## config.mk

```make
export PLATFORM = sky130hd
export DESIGN_NAME = control_sequencer
export DESIGN_NICKNAME = d
export VERILOG_FILES = /design/src/rtl/control_sequencer.sv
export SDC_FILE = /design/constraint.sdc
export NUM_CORES = 1
export LEC_CHECK = 0
export ABC_AREA = 0
export CORE_ASPECT_RATIO = 1.4
export CORE_MARGIN = 1
export CORE_UTILIZATION = 41
export CTS_CLUSTER_SIZE = 25
export DETAILED_ROUTE_END_ITERATION = 16
export PLACE_DENSITY = 0.86
export SETUP_SLACK_MARGIN = 0.02
export SLEW_MARGIN = 10
export SYNTH_ARGS = -nofsm -noshare
export SYNTH_HDL_FRONTEND = slang
export SYNTH_SLANG_ARGS = --single-unit
```

## constraint.sdc

```tcl
create_clock -name clock -period 2.1 [get_ports clock]
set_input_delay 0.42 -clock clock [delete_from_list [all_inputs] [get_ports clock]]
set_output_delay 0.42 -clock clock [all_outputs]
set_load 0.02 [all_outputs]
```

## src/rtl/control_sequencer.sv

```systemverilog
// Mini SRC control sequencer: a Moore FSM that steps through T0..T7.
// Fetch runs in T0..T2, and the opcode-specific execution starts at T3.
// Every strobe is decoded from the current state plus ir_op.
// Optional feature MEM_WAIT_EN: T1, ld-T6 and st-T7 hold until mem_ready=1.
module control_sequencer #(
   parameter int OPW  = 5,
   parameter int ALUW = 5
) (
   input  logic            clock,
   input  logic            clear,
   input  logic [OPW-1:0]  ir_op,
   input  logic            con_ff,
   input  logic            mem_ready,
   output logic            PCout, MARin, IncPC, PCin, Zin, Zlowout,
   output logic            MDRin, MDRout, Yin, Cout, IRin, CONin,
   output logic            Read, Write,
   output logic            Gra, Grb, Grc, Rin, Rout, BAout,
   output logic [ALUW-1:0] alu_op,
   output logic            run,
   output logic            illegal
);

   localparam logic [3:0] S_IDLE = 4'd0, S_T0 = 4'd1, S_T1 = 4'd2, S_T2 = 4'd3,
                          S_T3   = 4'd4, S_T4 = 4'd5, S_T5 = 4'd6, S_T6 = 4'd7,
                          S_T7   = 4'd8, S_HALT = 4'd9;

   logic [3:0] state_q, state_d;
   logic       mem_wait;

`ifdef MEM_WAIT_EN
   assign mem_wait = ~mem_ready;
`else
   logic unused_mem_ready;
   assign unused_mem_ready = mem_ready;
   assign mem_wait = 1'b0;
`endif

   // Opcode classes. ir_op is only meaningful from T3 onwards.
   logic is_alu3, is_imm, is_ldi, is_ld, is_st, is_brzr, is_jr, is_nop, is_halt;
   assign is_alu3 = (ir_op >= OPW'(3)) && (ir_op <= OPW'(11));
   assign is_imm  = (ir_op >= OPW'(12)) && (ir_op <= OPW'(14));
   assign is_ldi  = (ir_op == OPW'(1));
   assign is_ld   = (ir_op == OPW'(0));
   assign is_st   = (ir_op == OPW'(2));
   assign is_brzr = (ir_op == OPW'(19));
   assign is_jr   = (ir_op == OPW'(20));
   assign is_nop  = (ir_op == OPW'(26));
   assign is_halt = (ir_op == OPW'(27));

   // Next-state selection: advance one state per cycle, except in the memory wait holds
   always_comb begin
      state_d = state_q;
      case (state_q)
         S_IDLE: state_d = S_T0;
         S_T0:   state_d = S_T1;
         S_T1:   if (!mem_wait) state_d = S_T2;
         S_T2:   state_d = S_T3;
         S_T3: begin
            if (is_halt)
               state_d = S_HALT;
            else if (is_alu3 || is_imm || is_ldi || is_ld || is_st || is_brzr)
               state_d = S_T4;
            else
               state_d = S_T0;
         end
         S_T4:   state_d = S_T5;
         S_T5:   state_d = (is_ld || is_st || is_brzr) ? S_T6 : S_T0;
         S_T6: begin
            if (is_brzr)
               state_d = S_T0;
            else if (!(is_ld && mem_wait))
               state_d = S_T7;
         end
         S_T7:   if (!(is_st && mem_wait)) state_d = S_T0;
         S_HALT: state_d = S_HALT;
         default: state_d = S_IDLE;
      endcase
   end

   // State register; clear aborts any state, including a held wait state
   always_ff @(posedge clock) begin
      if (!clear) state_q <= S_IDLE;
      else        state_q <= state_d;
   end

   // Moore output decode: strobes last exactly as long as the state does
   always_comb begin
      {PCout, MARin, IncPC, PCin, Zin, Zlowout, MDRin, MDRout, Yin, Cout, IRin, CONin} = '0;
      {Read, Write, Gra, Grb, Grc, Rin, Rout, BAout, illegal} = '0;
      alu_op = '0;
      run    = (state_q != S_IDLE) && (state_q != S_HALT);
      case (state_q)
         S_T0: begin PCout = 1'b1; MARin = 1'b1; IncPC = 1'b1; Zin = 1'b1; alu_op = ALUW'(3); end
         S_T1: begin Zlowout = 1'b1; PCin = 1'b1; Read = 1'b1; MDRin = 1'b1; end
         S_T2: begin MDRout = 1'b1; IRin = 1'b1; end
         S_T3: begin
            if (is_alu3 || is_imm) begin
               Grb = 1'b1; Rout = 1'b1; Yin = 1'b1;
            end else if (is_ldi || is_ld || is_st) begin
               Grb = 1'b1; BAout = 1'b1; Yin = 1'b1;
            end else if (is_brzr) begin
               Gra = 1'b1; Rout = 1'b1; CONin = 1'b1;
            end else if (is_jr) begin
               Gra = 1'b1; Rout = 1'b1; PCin = 1'b1;
            end else if (!(is_nop || is_halt)) begin
               illegal = 1'b1;
            end
         end
         S_T4: begin
            if (is_alu3) begin
               Grc = 1'b1; Rout = 1'b1; Zin = 1'b1; alu_op = ALUW'(ir_op);
            end else if (is_imm) begin
               Cout = 1'b1; Zin = 1'b1; alu_op = ALUW'(ir_op);
            end else if (is_ldi || is_ld || is_st) begin
               Cout = 1'b1; Zin = 1'b1; alu_op = ALUW'(3);
            end else if (is_brzr) begin
               PCout = 1'b1; Yin = 1'b1;
            end
         end
         S_T5: begin
            if (is_alu3 || is_imm || is_ldi) begin
               Zlowout = 1'b1; Gra = 1'b1; Rin = 1'b1;
            end else if (is_ld || is_st) begin
               Zlowout = 1'b1; MARin = 1'b1;
            end else if (is_brzr) begin
               Cout = 1'b1; Zin = 1'b1; alu_op = ALUW'(3);
            end
         end
         S_T6: begin
            if (is_ld) begin
               Read = 1'b1; MDRin = 1'b1;
            end else if (is_st) begin
               Gra = 1'b1; Rout = 1'b1; MDRin = 1'b1;
            end else if (is_brzr) begin
               Zlowout = 1'b1; PCin = con_ff;
            end
         end
         S_T7: begin
            if (is_ld) begin
               MDRout = 1'b1; Gra = 1'b1; Rin = 1'b1;
            end else if (is_st) begin
               Write = 1'b1;
            end
         end
         default: ;
      endcase
   end

endmodule

```

==> results.toml <==
[run_status]
status = "finished with violations"
violations = "negative setup slack"

[die]
fp.dieH_um = 53.3
core-area_um2 = 1760
dieArea_um2 = 2060
die_x_um = 38.7
initial_core_util_pct = 43.9
rows = 18
io_pins = 36

[grt]
grt_pass1_vias = 1139
grt_pass1_wl_mm = 4.74
grt-ovfl-total = 0
grt_max_degree = 16
grt_antenna_before_repair = 0
grt_usage_pct = 31.4

[clock_network]
htree_levels = 1
clock_path_buffers = 2
cts_made_buffers = 3
clock-sinks = 4
cts-root-buf = "clkbuf_4"
cts_hold_buf = 0
clock_latency_ns = 0.23
clk_pin_slew_ns = 0.04
cts_tree = "built"

[sta]
min_period_over_period_pct = 105
fmax_ghz = 0.455
rsz0062_at_grt = "yes"
fin_setup_tns_ns = -0.183
slew_violations = 0
fin_crit_ns = 2.20
timing.final.ws_setup_ns = -0.0991
finalClockSkew_ns = 0.00361
hold_violations = 0
setup_violations = 3

[place]
dpl_worst_slack_ns = -0.837
dp_hpwl_mm = 2.37
dpl_cell_area_um2 = 1390
finalWeightedCongestion = 0.921
io_buffer_count = 33

[critical_path]
worstSetupPathType = "flip-flop to output port"
end_kind = "output port"
critPathRequiredTime_ns = 1.68
worstPathArrival_ns = 1.78
path_max_fanout = 2
worstSetupStartpointType = "flip-flop"

[power_and_ir_drop]
p_leak_nw = 0.692
peakVddDrop_uv = 489
power_density_nw_per_um2 = 302
power_uw = 425

[synthesis]
synth_edf_count = 0
syn_area_um2 = 772
yosysWarnings = 0
async_flop_share_pct = 0
yosys-top-cells-count = "14 x nand2_1, 14 x nor2_1, 10 x a21oi_1"
ys.flop_type = "dfxtp_1"
syn_area_per_cell_um2 = 6.08
ys_ff_latch = 4
yosysTopAreaCell = "dfxtp_1"
syn-num-nets = 136
synth_top_area_share_pct = 10.4
yosysSeqAreaShare_pct = 10.4
synth.area.top_cells = "dfxtp_1 10%, nand2_1 6.8%, nor2_1 6.8%"
synthDistinctLibCells = 40
synthCells = 127

[detailed_routing]
drt-wirelength-per-cell_um = 15.0
num_vias = 1241
ant_nets = 0
drc_errors = 0
viasPerCell = 5.83
drt_first_pass_iters = 4
drt_iter0_markers = 56
routed_wirelength_mm = 3.20

[layout]
n_antenna_cell = 0
drive_gt1_share_pct = 48.2
largest_register = "state_q"
top_regs = "state_q (4)"
n_fill_cell = 129
fin_area_um2 = 1410
syn2layout_area_growth_pct = 82.7
largest_reg_flops = 4
nNetsFinal = 204

[hold_path]
hold_class = "input port to flip-flop"

[flow_run]
maxCapViolCount = 0
-- per-layer routing --
metal,up-vias,GRT usage [%],routed length (um)
met1,567,33.9,1190
met5,-,0,0
met4,0,12.1,104
met3,14,2.52,164
met2,64,59.4,1740
li1,596,-,-
-- timing repair --
action,4_1_cts,5_1_grt
endpoints found under the setup margin,25,21
pin swaps,2,7
buffers inserted,1,0
resized for setup,123,25
-- cell type report --
type | instances | area (um2) | share of cell area [%]
multi-input cells | 106 | 693 | 49.2
inverters | 5 | 18.8 | 1.33
repair buffers | 75 | 568 | 40.3
flip-flops and latches | 4 | 82.6 | 5.86
clock buffers | 3 | 22.5 | 1.60
well taps | 20 | 25.0 | 1.77
-- report_power, final --
part	total [mW]	switching (mW)	internal, mW
Clock	0.0913	0.0276	0.0637
Sequential	0.0830	0.00260	0.0804
Combinational	0.251	0.137	0.113
Total	0.425	0.168	0.258
-- critical path, stage by stage, from the launching register on --
cell	delay [ns]
dfxtp_2	0.31
nand2b_4	0.13
or3_4	0.34
or4_4	0.50
o21ai_1	0.10
buf_4	0.16
-- cells in the final DEF (no fill, tap or decap), types with 2 or more instances in the layout --
cell type / count
nand2b_1: 3
dlygate4sd2_1: 3
clkbuf_2: 2
clkdlybuf4s50_1: 2
nand3_1: 6
o21ai_1: 2
o31ai_1: 2
dfxtp_2: 2
nor3_1: 4
nor3_2: 2
nand2_1: 14
nand3b_1: 2
o211ai_1: 2
buf_6: 5
o2111ai_1: 2
o21a_1: 3
nor2_1: 13
clkbuf_4: 3
and3_1: 5
or2_2: 2
nor4b_1: 2
o21ai_0: 4
or3_4: 2
dfxtp_1: 2
buf_2: 13
a21oi_1: 9
buf_4: 46
a21o_1: 2
a31oi_1: 2
clkdlybuf4s15_2: 2
inv_1: 5
-- cell families after synthesis --
family                 count (synthesis)  share of synthesized area (%)
other                                  1                          0.486
AO/OA/AOI/OAI                         35                           29.2
buffers and inverters                 17                           9.72
AND/OR/NAND/NOR                       68                           48.0
flip-flops                             4                           10.4
XOR/XNOR                               2                           2.27
-- final timing paths --
check              from          to  slack (ns)  depth (start not counted)
max          state_q[3]        PCin        -0.1                          5
min            ir_op[2]  state_q[2]        0.62                          4
max reg2reg  state_q[3]  state_q[3]        0.48                          5
min reg2reg  state_q[1]  state_q[0]        0.71                          3
-- through the flow --
step                      hold WS [ns]  util, %  cells
final                            0.615     80.3    213
after global routing             0.628     80.3    213
after CTS                        0.636     80.4    213
after detailed placement         0.691     79.2    209
after global placement           0.665     79.2    209
after floorplan                  0.538        -    127
(Power assumes the default switching activity.)
